[src/rtl/ps2_kbd_pkg.sv]
// -----------------------------------------------------------------------------
// ps2_kbd_pkg
// Shared definitions for the PS/2 keyboard controller:
//   - receiver FSM state encoding
//   - status register bit positions
//   - host register-select values (A0)
//   - odd-parity helper used by the receiver
// -----------------------------------------------------------------------------
package ps2_kbd_pkg;

    typedef enum logic [2:0] {
        ST_IDLE   = 3'd0,
        ST_START  = 3'd1,
        ST_DATA   = 3'd2,
        ST_PARITY = 3'd3,
        ST_STOP   = 3'd4
    } rx_state_t;

    // Status register layout: {3'b000, IE, PERR, OVF, FULL, NE}
    localparam int STAT_NE   = 0;
    localparam int STAT_FULL = 1;
    localparam int STAT_OVF  = 2;
    localparam int STAT_PERR = 3;
    localparam int STAT_IE   = 4;

    // Write-data bit positions
    localparam int WR_FLUSH     = 0;
    localparam int WR_CLR_OVF   = 2;
    localparam int WR_CLR_PERR  = 3;
    localparam int WR_IE        = 4;

    // Register select on A0
    localparam logic REG_DATA   = 1'b0;
    localparam logic REG_STATUS = 1'b1;

    // PS/2 uses odd parity: data bits plus parity bit hold an odd number of ones.
    function automatic logic odd_parity_ok(input logic [7:0] data, input logic par);
        return ^{data, par};
    endfunction

endpackage

[src/rtl/ps2_rx.sv]
// -----------------------------------------------------------------------------
// ps2_rx
// PS/2 device-to-host frame receiver.
//   - 2-flop synchronizers on kb_clk / kb_data, fall detect on synchronized clock
//   - one data sample SAMPLE_DELAY cycles after every fall
//   - FSM IDLE -> START -> DATA(x8, LSB first) -> PARITY -> STOP
//   - partial frame abandoned after TIMEOUT cycles without a fall
// Optional feature macro: PS2_PARITY_CHECK_EN (odd-parity check; a bad frame
// raises parity_err and is not delivered). Without it the parity bit is ignored.
//
// Ports:
//   CLK        in   system clock
//   RST        in   asynchronous reset, active-low
//   kb_clk     in   PS/2 clock (asynchronous)
//   kb_data    in   PS/2 data  (asynchronous)
//   byte_valid out  one-cycle pulse, byte_data holds a received byte
//   byte_data  out  last received byte
//   parity_err out  one-cycle pulse on a parity failure
//   busy       out  receiver is inside a frame (state != IDLE)
// -----------------------------------------------------------------------------
module ps2_rx
    import ps2_kbd_pkg::*;
#(
    parameter int SAMPLE_DELAY = 8,
    parameter int TIMEOUT      = 4096
) (
    input  logic       CLK,
    input  logic       RST,
    input  logic       kb_clk,
    input  logic       kb_data,
    output logic       byte_valid,
    output logic [7:0] byte_data,
    output logic       parity_err,
    output logic       busy
);

    localparam int DLY_W = $clog2(SAMPLE_DELAY + 1);
    localparam int TO_W  = $clog2(TIMEOUT + 1);

    rx_state_t        state;
    rx_state_t        state_nxt;
    logic [1:0]       kb_clk_sync;
    logic [1:0]       kb_data_sync;
    logic             kb_clk_last;
    logic             fall;
    logic [DLY_W-1:0] dly_cnt;
    logic             sample_stb;
    logic             sample_bit;
    logic [TO_W-1:0]  to_cnt;
    logic             timeout;
    logic [7:0]       shift_reg;
    logic [2:0]       bit_cnt;
    logic             shift_en;
    logic             frame_done;
    logic             parity_bad;

    // Synchronizers reset to 1 (PS/2 idle level) so reset release never
    // looks like a clock fall.
    // NOTE: sequential state uses non-blocking (<=) so every flop samples the
    // pre-edge value of its neighbours, whatever order the blocks run in.
    always_ff @(posedge CLK or negedge RST) begin
        if (!RST) begin
            kb_clk_sync  <= 2'b11;
            kb_data_sync <= 2'b11;
            kb_clk_last  <= 1'b1;
        end else begin
            kb_clk_sync  <= {kb_clk_sync[0], kb_clk};
            kb_data_sync <= {kb_data_sync[0], kb_data};
            kb_clk_last  <= kb_clk_sync[1];
        end
    end

    assign fall       = kb_clk_last & ~kb_clk_sync[1];
    assign sample_bit = kb_data_sync[1];

    // Sample delay: loaded on a fall, the sample fires when it reaches 1,
    // i.e. SAMPLE_DELAY cycles after the fall. Zero means nothing pending.
    always_ff @(posedge CLK or negedge RST) begin
        if (!RST) begin
            dly_cnt <= '0;
        end else if (fall) begin
            dly_cnt <= DLY_W'(SAMPLE_DELAY);
        end else if (dly_cnt != '0) begin
            dly_cnt <= dly_cnt - 1'b1;
        end
    end

    assign sample_stb = (dly_cnt == DLY_W'(1));

    // Inactivity timer, restarted by every fall, only runs inside a frame.
    always_ff @(posedge CLK or negedge RST) begin
        if (!RST) begin
            to_cnt <= '0;
        end else if (state == ST_IDLE || fall) begin
            to_cnt <= '0;
        end else if (!timeout) begin
            to_cnt <= to_cnt + 1'b1;
        end
    end

    assign timeout = (state != ST_IDLE) && !fall && (to_cnt == TO_W'(TIMEOUT - 1));

    // FSM: state register
    always_ff @(posedge CLK or negedge RST) begin
        if (!RST) begin
            state <= ST_IDLE;
        end else begin
            state <= state_nxt;
        end
    end

    // FSM: next state. The fall that leaves IDLE schedules the start-bit
    // sample, which is then judged in START.
    // NOTE: every combinational output gets a default before the case so no
    // path leaves it unassigned (which would infer a latch).
    always_comb begin
        state_nxt = state;
        if (timeout) begin
            state_nxt = ST_IDLE;
        end else begin
            case (state)
                ST_IDLE:   if (fall)       state_nxt = ST_START;
                ST_START:  if (sample_stb) state_nxt = sample_bit ? ST_IDLE : ST_DATA;
                ST_DATA:   if (sample_stb && bit_cnt == 3'd7) state_nxt = ST_PARITY;
                ST_PARITY: if (sample_stb) state_nxt = ST_STOP;
                ST_STOP:   if (sample_stb) state_nxt = ST_IDLE;
                default:   state_nxt = ST_IDLE;
            endcase
        end
    end

    // FSM: outputs
    always_comb begin
        busy       = (state != ST_IDLE);
        shift_en   = (state == ST_DATA) && sample_stb;
        frame_done = (state == ST_STOP) && sample_stb && sample_bit && !parity_bad;
    end

    // Data path: bits arrive LSB first, so shift right inserting at the MSB.
    always_ff @(posedge CLK or negedge RST) begin
        if (!RST) begin
            shift_reg  <= '0;
            bit_cnt    <= '0;
            byte_valid <= 1'b0;
        end else begin
            byte_valid <= frame_done;
            if (state == ST_START) begin
                bit_cnt <= '0;
            end else if (shift_en) begin
                shift_reg <= {sample_bit, shift_reg[7:1]};
                bit_cnt   <= bit_cnt + 1'b1;
            end
        end
    end

    assign byte_data = shift_reg;

`ifdef PS2_PARITY_CHECK_EN
    // parity_bad holds through STOP to suppress delivery of the byte.
    always_ff @(posedge CLK or negedge RST) begin
        if (!RST) begin
            parity_bad <= 1'b0;
            parity_err <= 1'b0;
        end else begin
            parity_err <= 1'b0;
            if (state == ST_START) begin
                parity_bad <= 1'b0;
            end else if (state == ST_PARITY && sample_stb) begin
                parity_bad <= !odd_parity_ok(shift_reg, sample_bit);
                parity_err <= !odd_parity_ok(shift_reg, sample_bit);
            end
        end
    end
`else
    assign parity_bad = 1'b0;
    assign parity_err = 1'b0;
`endif

endmodule

[src/rtl/ps2_kbd_controller.sv]
// -----------------------------------------------------------------------------
// ps2_kbd_controller
// PS/2 keyboard controller for an 8-bit I/O bus: receiver, scan-code FIFO and
// a two-register host interface (A0=0 data/flush, A0=1 status/control).
// Optional feature macro: PS2_PARITY_CHECK_EN (enables PERR via ps2_rx).
//
// Ports:
//   CLK     in   system clock
//   RST     in   asynchronous reset, active-low
//   CS_N    in   I/O select, active-low (decoded externally)
//   A0      in   register select
//   R       in   read strobe, active-low
//   W       in   write strobe, active-low (acts on its 0->1 edge)
//   D_IN    in   write data
//   D_OUT   out  read data, 0x00 when not driven
//   D_OE    out  drive enable for D_OUT (~CS_N & ~R)
//   KB_CLK  in   PS/2 clock
//   KB_DATA in   PS/2 data
//   INT_N   out  interrupt, active-low, registered ~(IE & NE)
//   BUSY    out  frame in progress
// -----------------------------------------------------------------------------
module ps2_kbd_controller
    import ps2_kbd_pkg::*;
#(
    parameter int FIFO_DEPTH   = 8,     // power of two, 2..16
    parameter int SAMPLE_DELAY = 8,
    parameter int TIMEOUT      = 4096
) (
    input  logic       CLK,
    input  logic       RST,
    input  logic       CS_N,
    input  logic       A0,
    input  logic       R,
    input  logic       W,
    input  logic [7:0] D_IN,
    output logic [7:0] D_OUT,
    output logic       D_OE,
    input  logic       KB_CLK,
    input  logic       KB_DATA,
    output logic       INT_N,
    output logic       BUSY
);

    localparam int PTR_W = $clog2(FIFO_DEPTH);
    localparam int CNT_W = $clog2(FIFO_DEPTH + 1);

    logic             byte_valid;
    logic [7:0]       byte_data;
    logic             parity_err;

    logic [7:0]       mem [FIFO_DEPTH];
    logic [PTR_W-1:0] wr_ptr;
    logic [PTR_W-1:0] rd_ptr;
    logic [CNT_W-1:0] count;
    logic             ne;
    logic             full;
    logic             push;
    logic             pop;
    logic             flush;

    logic             ie;
    logic             ovf;
    logic             perr;
    logic [7:0]       status;

    logic             data_rd_active;
    logic             rd_pending;
    logic             w_q;
    logic             w_rise;
    logic             wr_data;
    logic             wr_stat;
    logic             unused_ok;

    ps2_rx #(
        .SAMPLE_DELAY (SAMPLE_DELAY),
        .TIMEOUT      (TIMEOUT)
    ) u_rx (
        .CLK        (CLK),
        .RST        (RST),
        .kb_clk     (KB_CLK),
        .kb_data    (KB_DATA),
        .byte_valid (byte_valid),
        .byte_data  (byte_data),
        .parity_err (parity_err),
        .busy       (BUSY)
    );

    // ---------------- host strobes ----------------
    // A data read arms rd_pending; the pop happens on the first cycle R is
    // seen high again, so a long-held R pops once.
    assign data_rd_active = ~CS_N & ~R & (A0 == REG_DATA);

    always_ff @(posedge CLK or negedge RST) begin
        if (!RST) begin
            rd_pending <= 1'b0;
            w_q        <= 1'b1;
        end else begin
            w_q <= W;
            if (data_rd_active) begin
                rd_pending <= 1'b1;
            end else if (R) begin
                rd_pending <= 1'b0;
            end
        end
    end

    assign w_rise  = W & ~w_q & ~CS_N;
    assign wr_data = w_rise & (A0 == REG_DATA);
    assign wr_stat = w_rise & (A0 == REG_STATUS);
    assign flush   = wr_data & D_IN[WR_FLUSH];

    // ---------------- FIFO ----------------
    assign ne   = (count != '0);
    assign full = (count == CNT_W'(FIFO_DEPTH));
    assign pop  = rd_pending & R & ne;
    // A pop in the same cycle frees the slot, so a full FIFO still accepts.
    assign push = byte_valid & (~full | pop);

    always_ff @(posedge CLK or negedge RST) begin
        if (!RST) begin
            wr_ptr <= '0;
            rd_ptr <= '0;
            count  <= '0;
        end else if (flush) begin
            wr_ptr <= '0;
            rd_ptr <= '0;
            count  <= '0;
        end else begin
            if (push) wr_ptr <= wr_ptr + 1'b1;
            if (pop)  rd_ptr <= rd_ptr + 1'b1;
            case ({push, pop})
                2'b10:   count <= count + 1'b1;
                2'b01:   count <= count - 1'b1;
                default: count <= count;
            endcase
        end
    end

    // NOTE: storage array has no reset; count/pointers define validity, and
    // leaving it out keeps it mappable to plain RAM.
    always_ff @(posedge CLK) begin
        if (push && !flush) begin
            mem[wr_ptr] <= byte_data;
        end
    end

    // ---------------- control / status ----------------
    // Set beats clear when both land in the same cycle.
    always_ff @(posedge CLK or negedge RST) begin
        if (!RST) begin
            ie    <= 1'b0;
            ovf   <= 1'b0;
            perr  <= 1'b0;
            INT_N <= 1'b1;
        end else begin
            if (wr_stat) begin
                ie <= D_IN[WR_IE];
                if (D_IN[WR_CLR_OVF])  ovf  <= 1'b0;
                if (D_IN[WR_CLR_PERR]) perr <= 1'b0;
            end
            if (byte_valid && full && !pop && !flush) ovf <= 1'b1;
            if (parity_err) perr <= 1'b1;
            INT_N <= ~(ie & ne);
        end
    end

    always_comb begin
        status            = 8'h00;
        status[STAT_NE]   = ne;
        status[STAT_FULL] = full;
        status[STAT_OVF]  = ovf;
        status[STAT_PERR] = perr;
        status[STAT_IE]   = ie;
    end

    // ---------------- read mux ----------------
    assign D_OE = ~CS_N & ~R;

    always_comb begin
        D_OUT = 8'h00;
        if (D_OE) begin
            if (A0 == REG_STATUS) begin
                D_OUT = status;
            end else if (ne) begin
                D_OUT = mem[rd_ptr];
            end
        end
    end

    // Write-data bits with no function.
    assign unused_ok = &{1'b0, D_IN[7:5], D_IN[1]};

endmodule
[config.mk]
export PLATFORM = sky130hd
export DESIGN_NAME = ps2_kbd_controller
export DESIGN_NICKNAME = d
export VERILOG_FILES = /design/src/rtl/ps2_kbd_pkg.sv /design/src/rtl/ps2_rx.sv /design/src/rtl/ps2_kbd_controller.sv
export SDC_FILE = /design/constraint.sdc
export NUM_CORES = 1
export LEC_CHECK = 0
export BUFFER_PORTS_ARGS = -buffer_cell sky130_fd_sc_hd__buf_2
export CAP_MARGIN = 20
export CORE_MARGIN = 3
export CORE_UTILIZATION = 61
export DETAILED_ROUTE_END_ITERATION = 16
export PLACE_DENSITY = 0.83
export SLEW_MARGIN = 10
export SYNTH_ARGS = -nofsm -noshare
export SYNTH_HDL_FRONTEND = slang
export SYNTH_SLANG_ARGS = --single-unit
[constraint.sdc]
create_clock -name CLK -period 2.5 [get_ports CLK]
set_input_delay 0.5 -clock CLK [delete_from_list [all_inputs] [get_ports CLK]]
set_output_delay 0.5 -clock CLK [all_outputs]
set_load 0.01 [all_outputs]
==> results of run 1 <==
timing repair:
item,4_1_cts,5_1_grt
hold endpoints to repair,14,0
setup endpoints to repair,9,9
pin swaps,2,3
resized for setup,13,1
hold buffers,1,0
setup buffers,3,4
metrics by stage:
stage | power (mW) | hold slack, ps | area (um^2) | cells | utilization
floorplan | 3.155 | 204.4 | 5094 | 362 | -
global placement | 3.380 | 346.6 | 5374 | 487 | 0.6779
detailed placement | 3.440 | 347.9 | 5374 | 487 | 0.6779
CTS | 6.142 | 74.19 | 6078 | 523 | 0.7667
global route | 6.445 | 79.53 | 6112 | 527 | 0.7710
finish | 6.191 | 92.96 | 6112 | 527 | 0.7710
flip-flops by register name, indices dropped and copies added (netlist names):
register           cells
u_rx.byte_data         8
count                  4
u_rx.kb_clk_last       1
w_q                    1
u_rx.kb_clk_sync       2
u_rx.state             3
INT_N                  1
u_rx.byte_valid        1
u_rx.dly_cnt           4
u_rx.kb_data_sync      2
rd_pending             1
ie                     1
rd_ptr                 3
wr_ptr                 3
mem                   64
u_rx.bit_cnt           3
ovf                    1
u_rx.to_cnt           13
layout make-up:
class	instances	area (um^2)	share of cell area
Inverter	7	26.28	0.004299
Timing Repair Buffer	45	319.1	0.05220
Sequential cell	116	3236	0.5294
Clock buffer	17	414.1	0.06776
Tap cell	102	127.6	0.02088
Multi-Input combinational cell	225	1777	0.2907
Clock inverter	15	212.7	0.03480
critical path, cell delays in order (launching register included):
cell and delay (ps):
dfrtp_2 510, buf_8 170, buf_4 140, mux4_2 500, mux2i_1 140, nor2_1 50
buf_2 140
kinds of logic after synthesis:
kind of cell	count (synthesis)
AO/OA/AOI/OAI	46
XOR/XNOR	8
adder cells (fa/ha/maj)	8
buffers and inverters	21
flip-flops	116
multiplexers	36
AND/OR/NAND/NOR	127
cell usage after synthesis, drive strengths merged (9+ instances only):
cell type,n
nand3,11
mux4,16
dfrtp,45
or3,11
nand2,22
o21ai,12
nor2,35
edfxtp,64
mux2,11
a21oi,12
nor3,9
mux2i,9
report_power, final:
part | total, mW | switching [mW] | internal, mW
Combinational | 1.21 | 0.557 | 0.649
Clock | 2.55 | 0.841 | 1.71
Sequential | 2.44 | 0.274 | 2.16
metal layers:
layer,routed length (um),vias up
li1,-,1471
met1,4319,1688
met2,6168,172
met3,862,42
met4,442,0
met5,0,-
cell usage in the layout, fill, tap and decap left out, drive strengths merged, types with 4 or more instances in the layout:
master	instances
nand2	22
or3	11
clkbuf	17
ha	8
mux2	11
a21oi	12
edfxtp	64
and3	5
nand2b	5
clkinv	7
buf	44
bufinv	5
nor3	9
nor2b	5
nand3	11
o21ai	12
nor2	35
mux2i	9
dfstp	7
inv	7
xnor2	4
dfrtp	45
nand4	7
xor2	4
a211oi	4
mux4	16
worst paths after layout:
| path | start | to | slack [ps] |
|---|---|---|---|
| setup / recovery | rd_ptr[0] | D_OUT[3] | -170 |
| hold / removal | KB_CLK | u_rx.kb_clk_sync[0] | 90 |
| setup reg to reg | count[0] | count[2] | 120 |
| hold reg to reg | u_rx.kb_clk_sync[0] | u_rx.kb_clk_sync[1] | 360 |
| max in group asynchronous | RST | w_q | 1300 |
| min in group asynchronous | RST | u_rx.dly_cnt[1] | 480 |
==> metrics.yaml, run 1 <==
grt_pass1_wl_um: 18890
fin_crit_ps: 2666
met3_usage: 0.06748
dieHeight_um: 97.38
setup_viol: 8
crit_fanout: 6
violations: "negative setup slack"
finalSetupTns_ps: -1080
yosys.area_share.simple: 0.1346
drtIter0Drc: 216
synthCells: 362
n_antenna_cell: 0
top_level_ports: 27
grt-ovfl-total: 0
start_util: 0.6425
track_usage: 0.2621
top_usage_layer: "met2"
required_ps: 2000
max_slew.worst_pin.slew_ps: 997.3
drive_gt1_frac: 0.2918
synthArstFlopShare: 0.4483
grt_max_degree: 22
ant_nets: 0
cap_violations: 0
place.port_buffers: 21
dp_hpwl_um: 6583
dp_slack_ps: 111.4
post_synth_fa_ha_maj_area_fraction: 0.01965
area.growth.synth_to_final_pct: 20.00
skew_ps: 11.52
syn_avg_cell_area_um2: 14.07
synth_compound_area_frac: 0.05944
end_kind: "primary output"
ys_seq_area_frac: 0.6345
antenna_found_initial: 0
met2_usage: 0.4381
syn_area_mm2: 0.005094
fmax_mhz: 375.2
clock-root-buffer: "clkbuf_8"
die_w_um: 97.38
report.final.hold_viol_count: 0
wire_per_inst_um: 22.38
clock-sinks: 116
p_per_area_mw_per_mm2: 1013
timing.final.crit_share: 1.066
hp-class: "input pin to flop"
path_class: "flop to primary output"
drc_errors: 0
crit_arrival_ps: 2170
synth_top_area_cell: "edfxtp_1"
rsz0062_at_grt: "true"
drt_wl_total_um: 11790
relSlewSlack: 0.3327
path_clk_slew_ps: 50
dieArea_mm2: 0.009483
num-fill-cells: 428
viasPerCell: 6.400
gp_congestion: 0.7974
cp-start-kind: "flop"
synth_edf_count: 64
clk_latency_ps: 510
nets: 436
synth_top_family_by_area: "simple AND/OR/NAND/NOR gates"
cts_tree: "built"
core_mm2: 0.007928
yosysWarningCount: 0
yosys_most_used_dff: "edfxtp_1"
synthXorXnorAreaFrac: 0.01376
peakVddDrop_mv: 0.7164
worst_slack_ps: -165.6
dr.pass1.iters: 5
rows: 32
p_leak_nw: 2.420
maxSlewViolCount: 0
netlist.area_leader.share: 0.3773
yosys-top-cells-area: "edfxtp_1 (38%), dfrtp_1 (22%), mux4_2 (7.1%)"
status: "complete, but fails checks"
htreeDepth: 4
synth.distinct_cells: 54
worst-r2r-cell-count: 7
num_vias: 3373
cts_made_buffers: 17
hold_depth: 1
syn_nets: 386
synth_seq_cells: 116
muxShareOfSynthArea: 0.1186
use_met1: 0.3259
clockBufferDepth: 2
grt_pass1_vias: 3491
Power figures use the tool's default switching activity.
==> inputs of run 2 (changes only) <==
==> constraint.sdc (replaced) <==
create_clock -name CLK -period 2.5 [get_ports CLK]
set_input_delay 0.125 -clock CLK [delete_from_list [all_inputs] [get_ports CLK]]
set_output_delay 0.125 -clock CLK [all_outputs]
set_load 0.01 [all_outputs]
==> run 2 against run 1 <==
  * The flow now finishes without violations
  * Maximum frequency increased by 13%
  * Hold slack lost 36 ps
  * Die area is the same
  * Global-route usage shrank 1.8 points
  * First-iteration DRC count fell by 0.46%
  * Clock power shrank 3%
  * Clock-buffer cell count stayed put
  * Non-clock buffer count unchanged
  * Register-to-register slack improved by 70 ps
  * Cell area decreased by 0.45%
  * Largest cell class unchanged
  * Highest routed layer unchanged
==> metrics.yaml, run 2 (synthesized netlist as in run 1, its figures left out) <==
status: "completed"
pwr-share-clk: 0.419
wire_per_inst_um: 20.22
num_vias: 3219
peakVddDrop_mv: 0.6575
p_switching_mw: 1.658
antenna_found_initial: 0
grt-ovfl-total: 0
dp_hpwl_um: 6096
crit_fanout: 8
mostFrequentLayoutCell: "edfxtp_1"
crit_arrival_ps: 2240
num-fill-cells: 450
top_level_ports: 27
die_w_um: 97.38
setup_viol: 0
rows: 32
cts_tree: "built"
clock-root-buffer: "clkbuf_8"
grt_pass1_wl_um: 17600
drc_errors: 0
drive_gt1_frac: 0.2706
nets: 436
maxSlewViolCount: 0
cp-start-kind: "flop"
path_class: "flop to primary output"
dp.cells: 485
finalSetupTns_ps: 0
rsz0062_at_grt: "false"
track_usage: 0.2445
intPower_mw: 4.230
finalNonFillerCells: 527
largest-register: "mem"
relSlewSlack: 0.6061
grt_max_degree: 50
ant_nets: 0
p_per_area_mw_per_mm2: 967.7
dieHeight_um: 97.38
n_antenna_cell: 0
max_slew.worst_pin.slew_ps: 590.8
p_leak_nw: 2.410
cap_violations: 0
gp_congestion: 0.8434
final_cell_mix: "edfxtp_1 (64), dfrtp_1 (44), nor2_1 (35)"
regArea_mm2: 0.003233
cts_made_buffers: 17
required_ps: 2380
report.final.hold_viol_count: 0
fin_crit_ps: 2367
end_kind: "primary output"
swShare: 0.2816
dieArea_mm2: 0.009483
clock-sinks: 116
grt_pass1_vias: 3389
dr.pass1.iters: 5
viasPerCell: 6.108
clk_latency_ps: 510
drt_wl_total_um: 10660
comb_power_share: 0.171
timing.final.crit_share: 0.9469
path_clk_slew_ps: 60
fmax_mhz: 422.4
skew_ps: 6.453
clockBufferDepth: 2
htreeDepth: 4
area.growth.synth_to_final_pct: 19.45
place.port_buffers: 21
multi_input_area_mm2: 0.001770
largest_reg_flops: 64
start_util: 0.6425
power_mw: 5.888
fin_area_mm2: 0.006085
core_mm2: 0.007928
seq_power_share: 0.410
dpl-instance-area_mm2: 0.005359
drtIter0Drc: 215
hp-class: "input pin to flop"
## run 2: changes by cell type in the layout (fill, tap and decap cells not counted), sizes merged
cell         before  now
bufinv            5    3
clkinvlp          3    2
buf              44   37
clkinv            7    3
inv               7   14
dlygate4sd3       1    8
## run 2: cell type report
| cell class | instances | share of cell area |
|---|---|---|
| Clock buffer | 17 | 0.06806 |
| Clock inverter | 15 | 0.03208 |
| Inverter | 7 | 0.004318 |
| Multi-Input combinational cell | 225 | 0.2910 |
| Sequential cell | 116 | 0.5314 |
| Tap cell | 102 | 0.02097 |
| Timing Repair Buffer | 45 | 0.05223 |
## run 2: worst paths after layout
kind	depth (start not counted)	slack, ps	start	endpoint
min	3	60	A0	ie
max reg2reg	7	190	count[2]	count[2]
min reg2reg	0	360	u_rx.kb_data_sync[0]	u_rx.kb_data_sync[1]
min in group asynchronous	2	70	RST	u_rx.dly_cnt[2]
max in group asynchronous	3	1850	RST	INT_N
max	6	130	rd_ptr[0]	D_OUT[0]
## run 2: what timing repair did
item,4_1_cts,5_1_grt
setup buffers,0,1
hold endpoints to repair,51,0
endpoints found under the setup margin,0,8
hold buffers,8,0
resized for setup,0,3
## run 2: critical path, cell delays in order (launching register included)
cell      delay (ps)
dfrtp_1          360
buf_4            220
mux4_2           530
nor2b_1          160
a211oi_2         240
nor2_1            80
buf_2            150
## run 2: metal layers
metal,wire length (um),vias to the layer above,global-route usage
met3,641,24,0.06174
met1,4152,1589,0.3020
met4,217,0,0.1182
met2,5647,130,0.4038
met5,0,-,0
li1,-,1476,-
## run 2: power by group through the flow
stage          sequential, mW  combinational, mW  clock (mW)
4_1_cts                  2.40              0.997        2.50
6_report                 2.41               1.01        2.47
3_5_place_dp             2.44              0.962           0
2_1_floorplan            2.32              0.839           0
3_3_place_gp             2.43              0.925           0
5_1_grt                  2.44               1.12        2.59
## run 2: per-stage QoR
stage / worst slack [ps] / hold WS (ps) / utilization
5_1_grt: 19.16 / 66.67 / 0.7675
3_3_place_gp: 220.0 / 231.1 / 0.6760
3_5_place_dp: 178.2 / 231.3 / 0.6760
6_report: 132.7 / 56.61 / 0.7675
2_1_floorplan: 308.1 / -170.6 / -
4_1_cts: 32.70 / 19.51 / 0.7629
==> inputs of run 3 (changes only) <==
--- a/config.mk
+++ b/config.mk
@@ -5,12 +5,12 @@
 export SDC_FILE = /design/constraint.sdc
 export NUM_CORES = 1
 export LEC_CHECK = 0
-export BUFFER_PORTS_ARGS = -buffer_cell sky130_fd_sc_hd__buf_2
 export CAP_MARGIN = 20
 export CORE_MARGIN = 3
-export CORE_UTILIZATION = 61
+export CORE_UTILIZATION = 63
 export DETAILED_ROUTE_END_ITERATION = 16
-export PLACE_DENSITY = 0.83
+export DONT_BUFFER_PORTS = 1
+export PLACE_DENSITY = 0.82
 export SLEW_MARGIN = 10
 export SYNTH_ARGS = -nofsm -noshare
 export SYNTH_HDL_FRONTEND = slang
==> constraint.sdc (replaced) <==
create_clock -name CLK -period 2.2 [get_ports CLK]
set_input_delay 0.11 -clock CLK [delete_from_list [all_inputs] [get_ports CLK]]
set_output_delay 0.11 -clock CLK [all_outputs]
set_load 0.01 [all_outputs]
==> run 3 against run 2 <==
  * Routed wire length shrank 3.3%
  * Hold slack lost 17 ps
  * Via count shrank 1.6%
  * Clock-buffer cell count is the same
  * Sequential share of layout area shrank 0.77 points
  * Clock power grew 18%
  * Combinational power grew 27%
  * Clock skew grew 1.4 ps
  * Global-route usage grew 0.27 points
  * Critical endpoint is now D_OUT[2]
==> metrics.yaml, run 3 (synthesized netlist as in run 1, its figures left out) <==
place.port_buffers: 0
slowest_stage: "mux4_2"
clockBufferDepth: 2
slowest_delay_ps: 560
dp_hpwl_um: 6292
htreeDepth: 4
viasPerCell: 6.106
rsz0062_at_grt: "true"
track_usage: 0.2472
end_kind: "primary output"
area.growth.synth_to_final_pct: 21.35
p_switching_mw: 1.924
hp-class: "input pin to flop"
dieArea_mm2: 0.009200
timing.final.crit_share: 0.9845
crit_chain: "buf_6 > mux4_2 > mux2i_2 > o21ai_2"
peakVddDrop_mv: 0.6498
ant_nets: 0
top_level_ports: 27
fin_crit_ps: 2166
cp-start-kind: "flop"
skew_ps: 7.859
gp_congestion: 0.8747
core_mm2: 0.007767
antenna_found_initial: 0
largest_reg_flops: 64
crit_arrival_ps: 2060
dieHeight_um: 95.92
largest-register: "mem"
num_vias: 3169
start_util: 0.6558
drtIter0Drc: 211
drive_gt1_frac: 0.2926
clock-root-buffer: "clkbuf_8"
rows: 32
crit_fanout: 7
num-fill-cells: 411
grt_max_degree: 53
setup_viol: 0
nets: 428
dr.pass1.iters: 4
cts_tree: "built"
required_ps: 2090
n_antenna_cell: 0
p_per_area_mw_per_mm2: 1126
mostFrequentLayoutCell: "edfxtp_1"
grt_pass1_wl_um: 16070
drc_errors: 0
maxSlewViolCount: 0
path_class: "flop to primary output"
swShare: 0.2765
status: "completed"
intPower_mw: 5.034
report.final.hold_viol_count: 0
path_clk_slew_ps: 60
seq_power_share: 0.397
max_slew.worst_pin.slew_ps: 923.2
final_util: 0.7957
wire_per_inst_um: 19.86
p_leak_nw: 2.403
crit_family: "multiplexers"
fmax_mhz: 461.7
cts_made_buffers: 17
drt_wl_total_um: 10310
pwr-share-clk: 0.419
grt_pass1_vias: 3227
grt-ovfl-total: 0
cap_violations: 0
crit_buf_inv: 1
clock-sinks: 116
final_cell_mix: "edfxtp_1 (64), dfrtp_1 (41), nor2_1 (30)"
clk_latency_ps: 520
comb_power_share: 0.184
die_w_um: 95.92
finalSetupTns_ps: 0
relSlewSlack: 0.3823
==> run 3: cell count changes in the layout (fill, tap and decap cells not counted), sizes merged <==
cell / delta
buf: -10
clkinvlp: -2
dlygate4sd3: +2
bufinv: +1
clkinv: +1
==> run 3: final cells by class <==
cell class              instances  area (um^2)  share of cell area
well taps                     102        127.6             0.02065
repair buffers                 37        337.8             0.05466
clock buffers                  17        414.1             0.06700
inverters                       7        26.28            0.004251
multi-input cells             225         1822              0.2947
clock inverters                15        216.5             0.03502
flip-flops and latches        116         3237              0.5237
==> run 3: routing by layer <==
metal,wire length (um),GRT usage,vias to the layer above
li1,-,-,1463
met1,3976,0.2962,1583
met2,5501,0.4140,104
met3,634,0.08366,19
met4,193,0.09597,0
met5,0,0,-
==> run 3: path summary, 6_finish.rpt <==
path	start	endpoint	cells after the start	slack, ps
setup / recovery	rd_ptr[0]	D_OUT[2]	4	30
hold / removal	D_IN[0]	count[0]	3	40
setup reg to reg	count[2]	count[2]	7	70
hold reg to reg	u_rx.kb_clk_sync[0]	u_rx.kb_clk_sync[1]	0	360
max in group asynchronous	RST	u_rx.kb_clk_sync[0]	2	1820
min in group asynchronous	RST	u_rx.to_cnt[0]	2	90
==> run 3: timing repair <==
item                                   4_1_cts  5_1_grt
setup endpoints to repair                    8       49
resized for setup                           10       17
buffers inserted                             4        6
pin swaps                                    3        4
hold buffers                                11        0
endpoints found under the hold margin       60        0
==> run 3: power groups by stage <==
stage / Clock [mW] / Combinational (mW) / Sequential (mW)
2_1_floorplan: 0 / 0.953 / 2.63
3_5_place_dp: 0 / 1.05 / 2.80
4_1_cts: 2.94 / 1.19 / 2.76
3_3_place_gp: 0 / 1.00 / 2.79
5_1_grt: 3.05 / 1.42 / 2.80
6_report: 2.91 / 1.28 / 2.76
==> run 3: worst reg2reg max path, stage by stage, from the launching register on <==
cell and delay (ps):
dfrtp_2 460, nor4_4 310, nor2_1 90, xnor2_1 140, ha_2 180, or4_4 510, a32o_1 220, o211ai_1 140
==> run 3: stage by stage <==
step	hold slack, ps	power (mW)	setup WS, ps	std cells	area [um^2]
global placement	-184.2	3.789	98.36	466	5269
global route	38.34	7.261	-80.48	519	6181
floorplan	-185.6	3.585	8.116	362	5094
detailed placement	-184.4	3.850	1.141	466	5269
finish	40.10	6.958	34.07	519	6181
CTS	3.515	6.881	-15.07	513	6082
